==> src/rtl/fifo_pkg.sv <==
// Shared definitions for the parameterised synchronous FIFO.
package fifo_pkg;

  // Read-mode encodings for the FWFT parameter.
  typedef enum logic {
    FIFO_STD  = 1'b0,
    FIFO_FWFT = 1'b1
  } fifo_mode_e;

  // Ceiling log2, usable in constant expressions.
  function automatic int unsigned fifo_clog2(input int unsigned value);
    int unsigned res;
    int unsigned v;
    res = 0;
    v   = (value > 32'd0) ? value - 32'd1 : 32'd0;
    while (v > 32'd0) begin
      res = res + 32'd1;
      v   = v >> 1;
    end
    return res;
  endfunction

  // Bits needed to hold a word count of 0..2**addr_w inclusive.
  function automatic int unsigned fifo_level_width(input int unsigned addr_w);
    return fifo_clog2((32'd1 << addr_w) + 32'd1);
  endfunction

endpackage

==> src/rtl/fifo_ram_dp.sv <==
// Simple dual-port storage: one synchronous write port, one registered read port.
module fifo_ram_dp #(
  parameter int unsigned DATA_WIDTH    = 8,
  parameter int unsigned ADDRESS_WIDTH = 9
) (
  input  logic                     clk,
  input  logic                     rd_rst_i,
  input  logic                     wr_en_i,
  input  logic [ADDRESS_WIDTH-1:0] wr_addr_i,
  input  logic [DATA_WIDTH-1:0]    wr_data_i,
  input  logic                     rd_en_i,
  input  logic [ADDRESS_WIDTH-1:0] rd_addr_i,
  output logic [DATA_WIDTH-1:0]    rd_data_o
);

  localparam int unsigned DEPTH = 32'd1 << ADDRESS_WIDTH;

  logic [DATA_WIDTH-1:0] mem_q [DEPTH];
  logic [DATA_WIDTH-1:0] rd_data_q;

  // Write port; contents are never cleared.
  always_ff @(posedge clk) begin
    if (wr_en_i) begin
      mem_q[wr_addr_i] <= wr_data_i;
    end
  end

  // Read port with output register; a same-address write returns the old word.
  always_ff @(posedge clk) begin
    if (rd_rst_i) begin
      rd_data_q <= '0;
    end else if (rd_en_i) begin
      rd_data_q <= mem_q[rd_addr_i];
    end
  end

  assign rd_data_o = rd_data_q;

endmodule

==> src/rtl/param_fifo.sv <==
// Single-clock FIFO with standard or first-word-fall-through read, level and sticky error flags.
module param_fifo
  import fifo_pkg::*;
#(
  parameter int unsigned DATA_WIDTH    = 8,
  parameter int unsigned ADDRESS_WIDTH = 9,
  parameter int unsigned FWFT          = 0,
  parameter int unsigned AFULL_LEVEL   = (32'd1 << ADDRESS_WIDTH) - 32'd16,
  parameter int unsigned AEMPTY_LEVEL  = 16
) (
  input  logic                     clk,
  input  logic                     reset,
  input  logic [DATA_WIDTH-1:0]    d,
  input  logic                     write,
  input  logic                     read,
  input  logic                     clear_flags,
  output logic [DATA_WIDTH-1:0]    q,
  output logic                     empty,
  output logic                     full,
  output logic                     almost_full,
  output logic                     almost_empty,
  output logic [ADDRESS_WIDTH:0]   level,
  output logic                     overflow,
  output logic                     underflow
);

  localparam int unsigned DEPTH     = 32'd1 << ADDRESS_WIDTH;
  localparam int unsigned LEVEL_W   = fifo_level_width(ADDRESS_WIDTH);
  localparam bit          FWFT_MODE = (FWFT == 32'(FIFO_FWFT));

  logic [ADDRESS_WIDTH-1:0] wr_ptr_q, wr_ptr_d;
  logic [ADDRESS_WIDTH-1:0] rd_ptr_q, rd_ptr_d;
  logic [LEVEL_W-1:0]       level_q, level_d;
  logic                     empty_q, empty_d;
  logic                     full_q, full_d;
  logic                     afull_q, afull_d;
  logic                     aempty_q, aempty_d;
  logic                     overflow_q, overflow_d;
  logic                     underflow_q, underflow_d;
  logic [DATA_WIDTH-1:0]    byp_q, byp_d;
  logic                     q_from_ram_q, q_from_ram_d;

  logic                     rd_accept;
  logic                     wr_accept;
  logic                     ram_rd_en;
  logic [ADDRESS_WIDTH-1:0] ram_rd_addr;
  logic [DATA_WIDTH-1:0]    ram_rd_data;

  // Accept decisions, pointer/level/flag next state and read-port steering.
  always_comb begin
    rd_accept    = read && !empty_q;
    wr_accept    = write && (!full_q || rd_accept);
    wr_ptr_d     = wr_ptr_q;
    rd_ptr_d     = rd_ptr_q;
    level_d      = level_q;
    byp_d        = byp_q;
    q_from_ram_d = q_from_ram_q;
    ram_rd_en    = 1'b0;
    ram_rd_addr  = rd_ptr_q;

    if (wr_accept) begin
      wr_ptr_d = wr_ptr_q + ADDRESS_WIDTH'(1);
    end
    if (rd_accept) begin
      rd_ptr_d = rd_ptr_q + ADDRESS_WIDTH'(1);
    end

    case ({wr_accept, rd_accept})
      2'b10:   level_d = level_q + LEVEL_W'(1);
      2'b01:   level_d = level_q - LEVEL_W'(1);
      default: level_d = level_q;
    endcase

    empty_d  = (level_d == '0);
    full_d   = (level_d == LEVEL_W'(DEPTH));
    afull_d  = (level_d >= LEVEL_W'(AFULL_LEVEL));
    aempty_d = (level_d <= LEVEL_W'(AEMPTY_LEVEL));

    // New rejection events take priority over a coincident clear.
    overflow_d  = overflow_q && !clear_flags;
    underflow_d = underflow_q && !clear_flags;
    if (write && !wr_accept) begin
      overflow_d = 1'b1;
    end
    if (read && !rd_accept) begin
      underflow_d = 1'b1;
    end

    if (FWFT_MODE) begin
      // Prefetch the word behind the head; words not yet in RAM come from the bypass register.
      ram_rd_addr = rd_ptr_q + ADDRESS_WIDTH'(1);
      if (rd_accept) begin
        if (level_q != LEVEL_W'(1)) begin
          ram_rd_en    = 1'b1;
          q_from_ram_d = 1'b1;
        end else if (wr_accept) begin
          byp_d        = d;
          q_from_ram_d = 1'b0;
        end
      end else if (empty_q && wr_accept) begin
        byp_d        = d;
        q_from_ram_d = 1'b0;
      end
    end else begin
      ram_rd_en = rd_accept;
    end
  end

  // State registers; reset dominates every other input.
  always_ff @(posedge clk) begin
    if (reset) begin
      wr_ptr_q     <= '0;
      rd_ptr_q     <= '0;
      level_q      <= '0;
      empty_q      <= 1'b1;
      full_q       <= 1'b0;
      afull_q      <= 1'b0;
      aempty_q     <= 1'b1;
      overflow_q   <= 1'b0;
      underflow_q  <= 1'b0;
      byp_q        <= '0;
      q_from_ram_q <= 1'b0;
    end else begin
      wr_ptr_q     <= wr_ptr_d;
      rd_ptr_q     <= rd_ptr_d;
      level_q      <= level_d;
      empty_q      <= empty_d;
      full_q       <= full_d;
      afull_q      <= afull_d;
      aempty_q     <= aempty_d;
      overflow_q   <= overflow_d;
      underflow_q  <= underflow_d;
      byp_q        <= byp_d;
      q_from_ram_q <= q_from_ram_d;
    end
  end

  fifo_ram_dp #(
    .DATA_WIDTH    (DATA_WIDTH),
    .ADDRESS_WIDTH (ADDRESS_WIDTH)
  ) u_ram (
    .clk       (clk),
    .rd_rst_i  (reset),
    .wr_en_i   (wr_accept),
    .wr_addr_i (wr_ptr_q),
    .wr_data_i (d),
    .rd_en_i   (ram_rd_en),
    .rd_addr_i (ram_rd_addr),
    .rd_data_o (ram_rd_data)
  );

  assign q            = (FWFT_MODE && !q_from_ram_q) ? byp_q : ram_rd_data;
  assign empty        = empty_q;
  assign full         = full_q;
  assign almost_full  = afull_q;
  assign almost_empty = aempty_q;
  assign level        = level_q;
  assign overflow     = overflow_q;
  assign underflow    = underflow_q;

endmodule

==> config.mk <==
export PLATFORM = sky130hd
export DESIGN_NAME = param_fifo
export DESIGN_NICKNAME = d
export VERILOG_FILES = /design/src/rtl/fifo_pkg.sv /design/src/rtl/fifo_ram_dp.sv /design/src/rtl/param_fifo.sv
export SDC_FILE = /design/constraint.sdc
export NUM_CORES = 2
export LEC_CHECK = 0
export CAP_MARGIN = 25
export CORE_MARGIN = 4
export CORE_UTILIZATION = 55
export CTS_BUF_LIST = sky130_fd_sc_hd__clkbuf_16
export DETAILED_ROUTE_END_ITERATION = 10
export GPL_TIMING_DRIVEN = 1
export PLACE_DENSITY = 0.73
export RECOVER_POWER = 100
export SLEW_MARGIN = 20
export SYNTH_ARGS = -nofsm -noshare
export SYNTH_HDL_FRONTEND = slang
export SYNTH_SLANG_ARGS = --single-unit
==> constraint.sdc <==
create_clock -name clk -period 11.81 [get_ports clk]
set_input_delay 3.543 -clock clk [delete_from_list [all_inputs] [get_ports clk]]
set_output_delay 3.543 -clock clk [all_outputs]
set_load 0.02 [all_outputs]
# Word-level counts from Yosys, hierarchy flattened
# Memory sizes are Yosys's and may differ from the RTL's. A register that Yosys moved wholly into a read port is not among the register bits.
# Cells that the tools add are included.
classes:
  addsub: 4
  n_lt_le_gt_ge: 2
  n_eq_ne: 3
  muxes: 5
  reduce_logical: 13
op_table:
  columns: ["op", "n"]
  rows:
  - ["one-hot mux 10 bit (2 select lines)", 1]
  - ["adder 9 x 1 -> 9 bit (second input constant)", 2]
  - ["adder 10 x 1 -> 10 bit (second input constant)", 1]
  - ["equality test 10 bit (second input constant)", 1]
  - ["greater-or-equal comparator 10 x 9 -> 1 bit (second input constant)", 1]
  - ["less-or-equal comparator 10 x 5 -> 1 bit (second input constant)", 1]
  - ["logical NOT 10 bit", 1]
  - ["subtractor 10 x 1 -> 10 bit (second input constant)", 1]
  - ["logical AND 1 bit", 6]
  - ["logical NOT 1 bit", 5]
  - ["2-to-1 mux 1 bit", 4]
  - ["equality test 2 x 1 -> 1 bit (second input constant)", 1]
  - ["equality test 2 bit (second input constant)", 1]
  - ["logical OR 1 bit", 1]
word_totals:
  regBits: 34
  ram_bits: 4096
  in_bits: 13
  output_inout_bits: 24
  mem_count: 1
mem_list:
  columns: ["memory", "depth", "width", "read_ports", "rd_clocked_by_memory_dff", "wr", "line_no", "rtl"]
  rows:
  - ["u_ram.mem_q", 512, 8, 1, 1, 1, "fifo_ram_dp.sv:18", "logic [DATA_WIDTH-1:0] mem_q [DEPTH];"]

# Depth between registers and ports, before layout
depth:
  ltp_word: 7
  mapped_depth: 18
  ltp_nobuf: 14

# Modules after synthesis
# Synthesis repeated with hierarchy kept, for this count alone.
unflattened:
  cells_unflattened: 7650
  hier_area_um2: 161905.3
modules_own_cells:
  columns: ["mod", "instances", "cells_per_inst", "area_per_inst_um2", "seq_area_each_um2"]
  rows:
  - ["fifo_ram_dp", 1, 7391, 159767.0, 123158.1]
  - ["param_fifo", 1, 259, 2138.3, 680.7]

# Least setup slack after synthesis
# No wires, ideal clock.
synth_path:
  path_kind: "input to register"
  startpoint: "input read"
  endpoint: "register empty_q, in the netlist empty"
  setup_ns: 0.101
  arrival_time_ns: 7.355
  setup_slack_ns: 4.354
  path_stages: 18
  n_path_buf: 4
  cell_sequence: "nand2b_1 clkbuf_1 a21boi_0 clkbuf_1 inv_1 ha_1 buf_2 clkbuf_1 xor2_1 ha_1 and3b_1 o21ai_1 a21boi_0 a211o_1 a2111oi_0 xor2_1 or3_1 o41ai_1"
synth_via:
  elab_chain_len: 6
  elab_cells_between_ends: 7
  classes_between: "eq/ne (2); mux (1); reduce/logical (4)"
synth_lines:
  columns: ["item", "line_no", "rtl"]
  rows:
  - ["start: declaration", "param_fifo.sv:15", "input logic read,"]
  - ["logical AND 1 bit *", "param_fifo.sv:51", "rd_accept = read && !empty_q;"]
  - ["logical OR 1 bit", "param_fifo.sv:52", "wr_accept = write && (!full_q || rd_accept);"]
  - ["logical AND 1 bit", "param_fifo.sv:52", null]
  - ["equality test 2 x 1 -> 1 bit or equality test 2 bit (tied branches)", "param_fifo.sv:68", "case ({wr_accept, rd_accept})"]
  - ["one-hot mux 10 bit (2 select lines) *", "param_fifo.sv:68", null]
  - ["logical NOT 10 bit *", "param_fifo.sv:74", "empty_d = (level_d == '0);"]
  - ["end signal: assignment", "param_fifo.sv:127", "empty_q <= empty_d;"]
  - ["end: declaration", "param_fifo.sv:34", "logic empty_q, empty_d;"]
# Mark *: on every way between the ends. The rest lies on a longest branch, timed or not.
# A chain may end at the register's enable or synchronous reset.

# Final worst setup path
layout_path:
  startpoint: "input read"
  endpoint: "memory u_ram.mem_q[194][6] (enable)"
layout_via:
  elab_chain_len: 5
layout_lines:
  columns: ["item", "line_no", "rtl"]
  rows:
  - ["logical AND 1 bit", "param_fifo.sv:51", null]
  - ["logical OR 1 bit", "param_fifo.sv:52", null]
  - ["logical AND 1 bit", "param_fifo.sv:52", null]
  - ["2-to-1 mux 1 bit", "fifo_ram_dp.sv:23", "if (wr_en_i) begin"]
  - ["2-to-1 mux 1 bit (implied by the code)", "fifo_ram_dp.sv:24", "mem_q[wr_addr_i] <= wr_data_i;"]
  - ["end: declaration", "fifo_ram_dp.sv:18", null]
# No other way between the ends.

==> flow_summary.yaml <==
synthesis:
  synth_cell_types: 85
  synth_warnings: 0
  synth.avg_cell_area_sq_um: 20.82
  syn-num-nets: 7805
  synth_area_leader_cell: "edfxtp_1"
  synth_seq_area_share: 0.7640
  synth_flop_cell: "edfxtp_1"
  synth_edf_count: 4096
  syn_area_sq_mm: 0.1621
  synth_seq_cells: 4138
  syn_inst: 7784
  async_flop_share: 0
  synth_top_area_share: 0.7588
  ys_top_cells_by_area: "edfxtp_1 (76%), mux4_2 (13%), mux2i_1 (2.4%)"
placed_design:
  dp_hpwl_um: 268500
  dp_cells: 11430
  gp_congestion: 0.9229
  placed_area_sq_mm: 0.1662
  post-place-ws_ps: 2998
  portBuffers: 36
sta:
  setup_tns_ps: 0
  rsz0062_at_grt: "false"
  hold_violations: 0
  final_max_slew_viol_count: 1724
  max_freq_mhz: 98.78
  max-slew-margin-rel: -2.946
  worst_hold_slack_ps: 485.4
  fin_ws_ps: 1687
  setup_viol: 0
  final.min_clock_period_ps: 10120
  fin_crit_sh: 0.8572
  skew_ps: 76.10
  tightest_slew_ps: 5918
setup_path:
  crit_slowest_cell: "clkbuf_1"
  cpPeakStageDelay_ps: 2780
  crit_cells: 8
  cp_top_family: "buffers and inverters"
  cpMostUsedCell: "clkbuf_1"
  crit_arrival_ps: 10500
  worstPathRequired_ps: 12180
  critPathLaunchType: "primary input"
  end_kind: "register"
  path_max_fanout: 22
  critical_path_class: "in -> reg"
  cp_cell_sequence: "dlygate4sd3_1 > nand2b_1 > clkbuf_1 > a21boi_0 > buf_16 > nand3_1 > clkbuf_1 > nor2_1"
  r2r_slack_ps: 2840
  ff2ff_path_depth: 10
  worst-path-buf-inv: 4
clock_tree:
  insertion_delay_ps: 950
  clockBufferDepth: 4
  clock_sinks: 4138
  postCtsHoldBufs: 0
  cts_made_buffers: 398
  cts_root_buf: "clkbuf_16"
  post_cts_resized: 0
  path_clk_slew_ps: 60
  cts_post_setup_buffers_inserted: 0
  cts-htree-levels: 5
  cts_tree: "yes"
die:
  io_pins: 37
  die_y_um: 550.9
  dieArea_sq_mm: 0.3035
  initial_core_util: 0.5522
  die_w_um: 550.9
  core-area_sq_mm: 0.2936
  num_rows: 199
finish:
  fin_cells: 12180
  drive_gt1_frac: 0.2092
  mostFrequentLayoutCells: "edfxtp_1 (4096), mux4_2 (908), nor2_1 (613)"
  final_common_cell: "edfxtp_1"
  fillCellCount: 19480
  fin_util: 0.6091
  fin_area_sq_mm: 0.1788
  final_nets: 7935
  synthToLayoutAreaGrowth_pct: 10.31
detailed_routing:
  drtAntennaViolNets: 0
  drc: 0
  num_vias: 85800
  routed_via_density: 7.048
  drt_iter0_drc: 15340
  wl_per_cell_um: 37.86
  totalWireLength_um: 460900
  drt_pass1_iterations: 6
pwr:
  p_total_mw: 31.64
  power_density_mw_per_mm2: 176.9
  p_leak_nw: 54.22
  peakVddDrop_uv: 147.3
grt:
  antenna_found_initial: 26
  grt_usage: 0.3020
  overflow: 0
  grt_pass1_vias: 83150
  grt_first_pass_wirelength_um: 647500
  grt_start_max_net_pins: 169
hold_path:
  holdPathStages: 2
  min_path_type: "reg -> reg"
job:
  maxCapViolations: 35
run_status:
  violations: "capacitance limit, slew limit"
  status: "finished, violations left"
==> layer usage <==
| layer | GRT usage | up-vias | wire (um) |
|---|---|---|---|
| li1 | - | 32630 | - |
| met5 | 0.0003127 | - | 180 |
| met2 | 0.4476 | 7706 | 209600 |
| met4 | 0.1350 | 26 | 23830 |
| met3 | 0.09409 | 1181 | 65290 |
| met1 | 0.4180 | 44270 | 162100 |
==> path summary, 6_finish.rpt <==
path	from	end
min reg2reg	u_ram.rd_data_o[7]$_SDFFE_PP0P_	u_ram.rd_data_o[7]$_SDFFE_PP0P_
min	u_ram.rd_data_o[7]$_SDFFE_PP0P_	u_ram.rd_data_o[7]$_SDFFE_PP0P_
max reg2reg	ram_rd_addr[0]$_SDFFE_PP0P_	u_ram.rd_data_o[4]$_SDFFE_PP0P_
max	read	u_ram.mem_q[194][6]$_DFFE_PP_
==> cells in the mapped netlist (42+ instances only) <==
| master | n |
|---|---|
| edfxtp_1 | 4096 |
| mux4_2 | 908 |
| nor2_1 | 623 |
| mux2i_1 | 381 |
| nand2_1 | 240 |
| clkbuf_1 | 189 |
| buf_2 | 151 |
| a21oi_1 | 129 |
| o21ai_0 | 80 |
| nand3_1 | 76 |
| a22oi_1 | 74 |
| a221oi_1 | 61 |
| o22ai_1 | 61 |
| o221ai_1 | 48 |
| buf_6 | 45 |
| dfxtp_1 | 42 |
==> tightest hold or removal path: cells and delay by family, from the launching register on <==
kind	cells	cell delay (ps)
AOI/OAI and AO/OA	1	60
and+or+nand+nor	1	60
DFF	1	320
==> cells by family (layout without fill, tap and decap cells) <==
| group | Yosys count | in the layout | share of synthesized area |
|---|---|---|---|
| xor+xnor | 27 | 27 | 0.001459 |
| mux | 1336 | 1336 | 0.1555 |
| fa+ha+maj | 8 | 8 | 0.0006175 |
| flops | 4138 | 4138 | 0.7640 |
| other cells | 0 | 24 | 0 |
| compound gates | 687 | 687 | 0.02993 |
| simple gates | 1071 | 1071 | 0.02754 |
| buf+inv | 517 | 965 | 0.02101 |
==> state kept, by name, indices dropped and copies added (netlist names) <==
register and count:
level 10, almost_empty 1, overflow 1, ram_rd_addr 9
almost_full 1, u_ram.mem_q 4096, wr_ptr_q 9, underflow 1
u_ram.rd_data_o 8, empty 1, full 1
==> area by class of cell <==
class,count,area (sq um),share of cell area
diodes,24,60.06,0.0003359
flip-flops and latches,4138,123900,0.6927
inverters,18,87.58,0.0004898
clock inverters,314,2789,0.01560
well taps,3919,4903,0.02742
clock buffers,404,10110,0.05654
repair buffers,229,2024,0.01132
multi-input cells,3129,34970,0.1956
==> where the power goes <==
part	internal (mW)	leakage [nW]	total [mW]	switching, mW
sequential	16.2	37.1	16.2	0.0527
combinational	1.15	10.5	2.72	1.58
clock	7.26	6.60	12.7	5.43
Note: power is estimated with default switching activity, not from simulation.
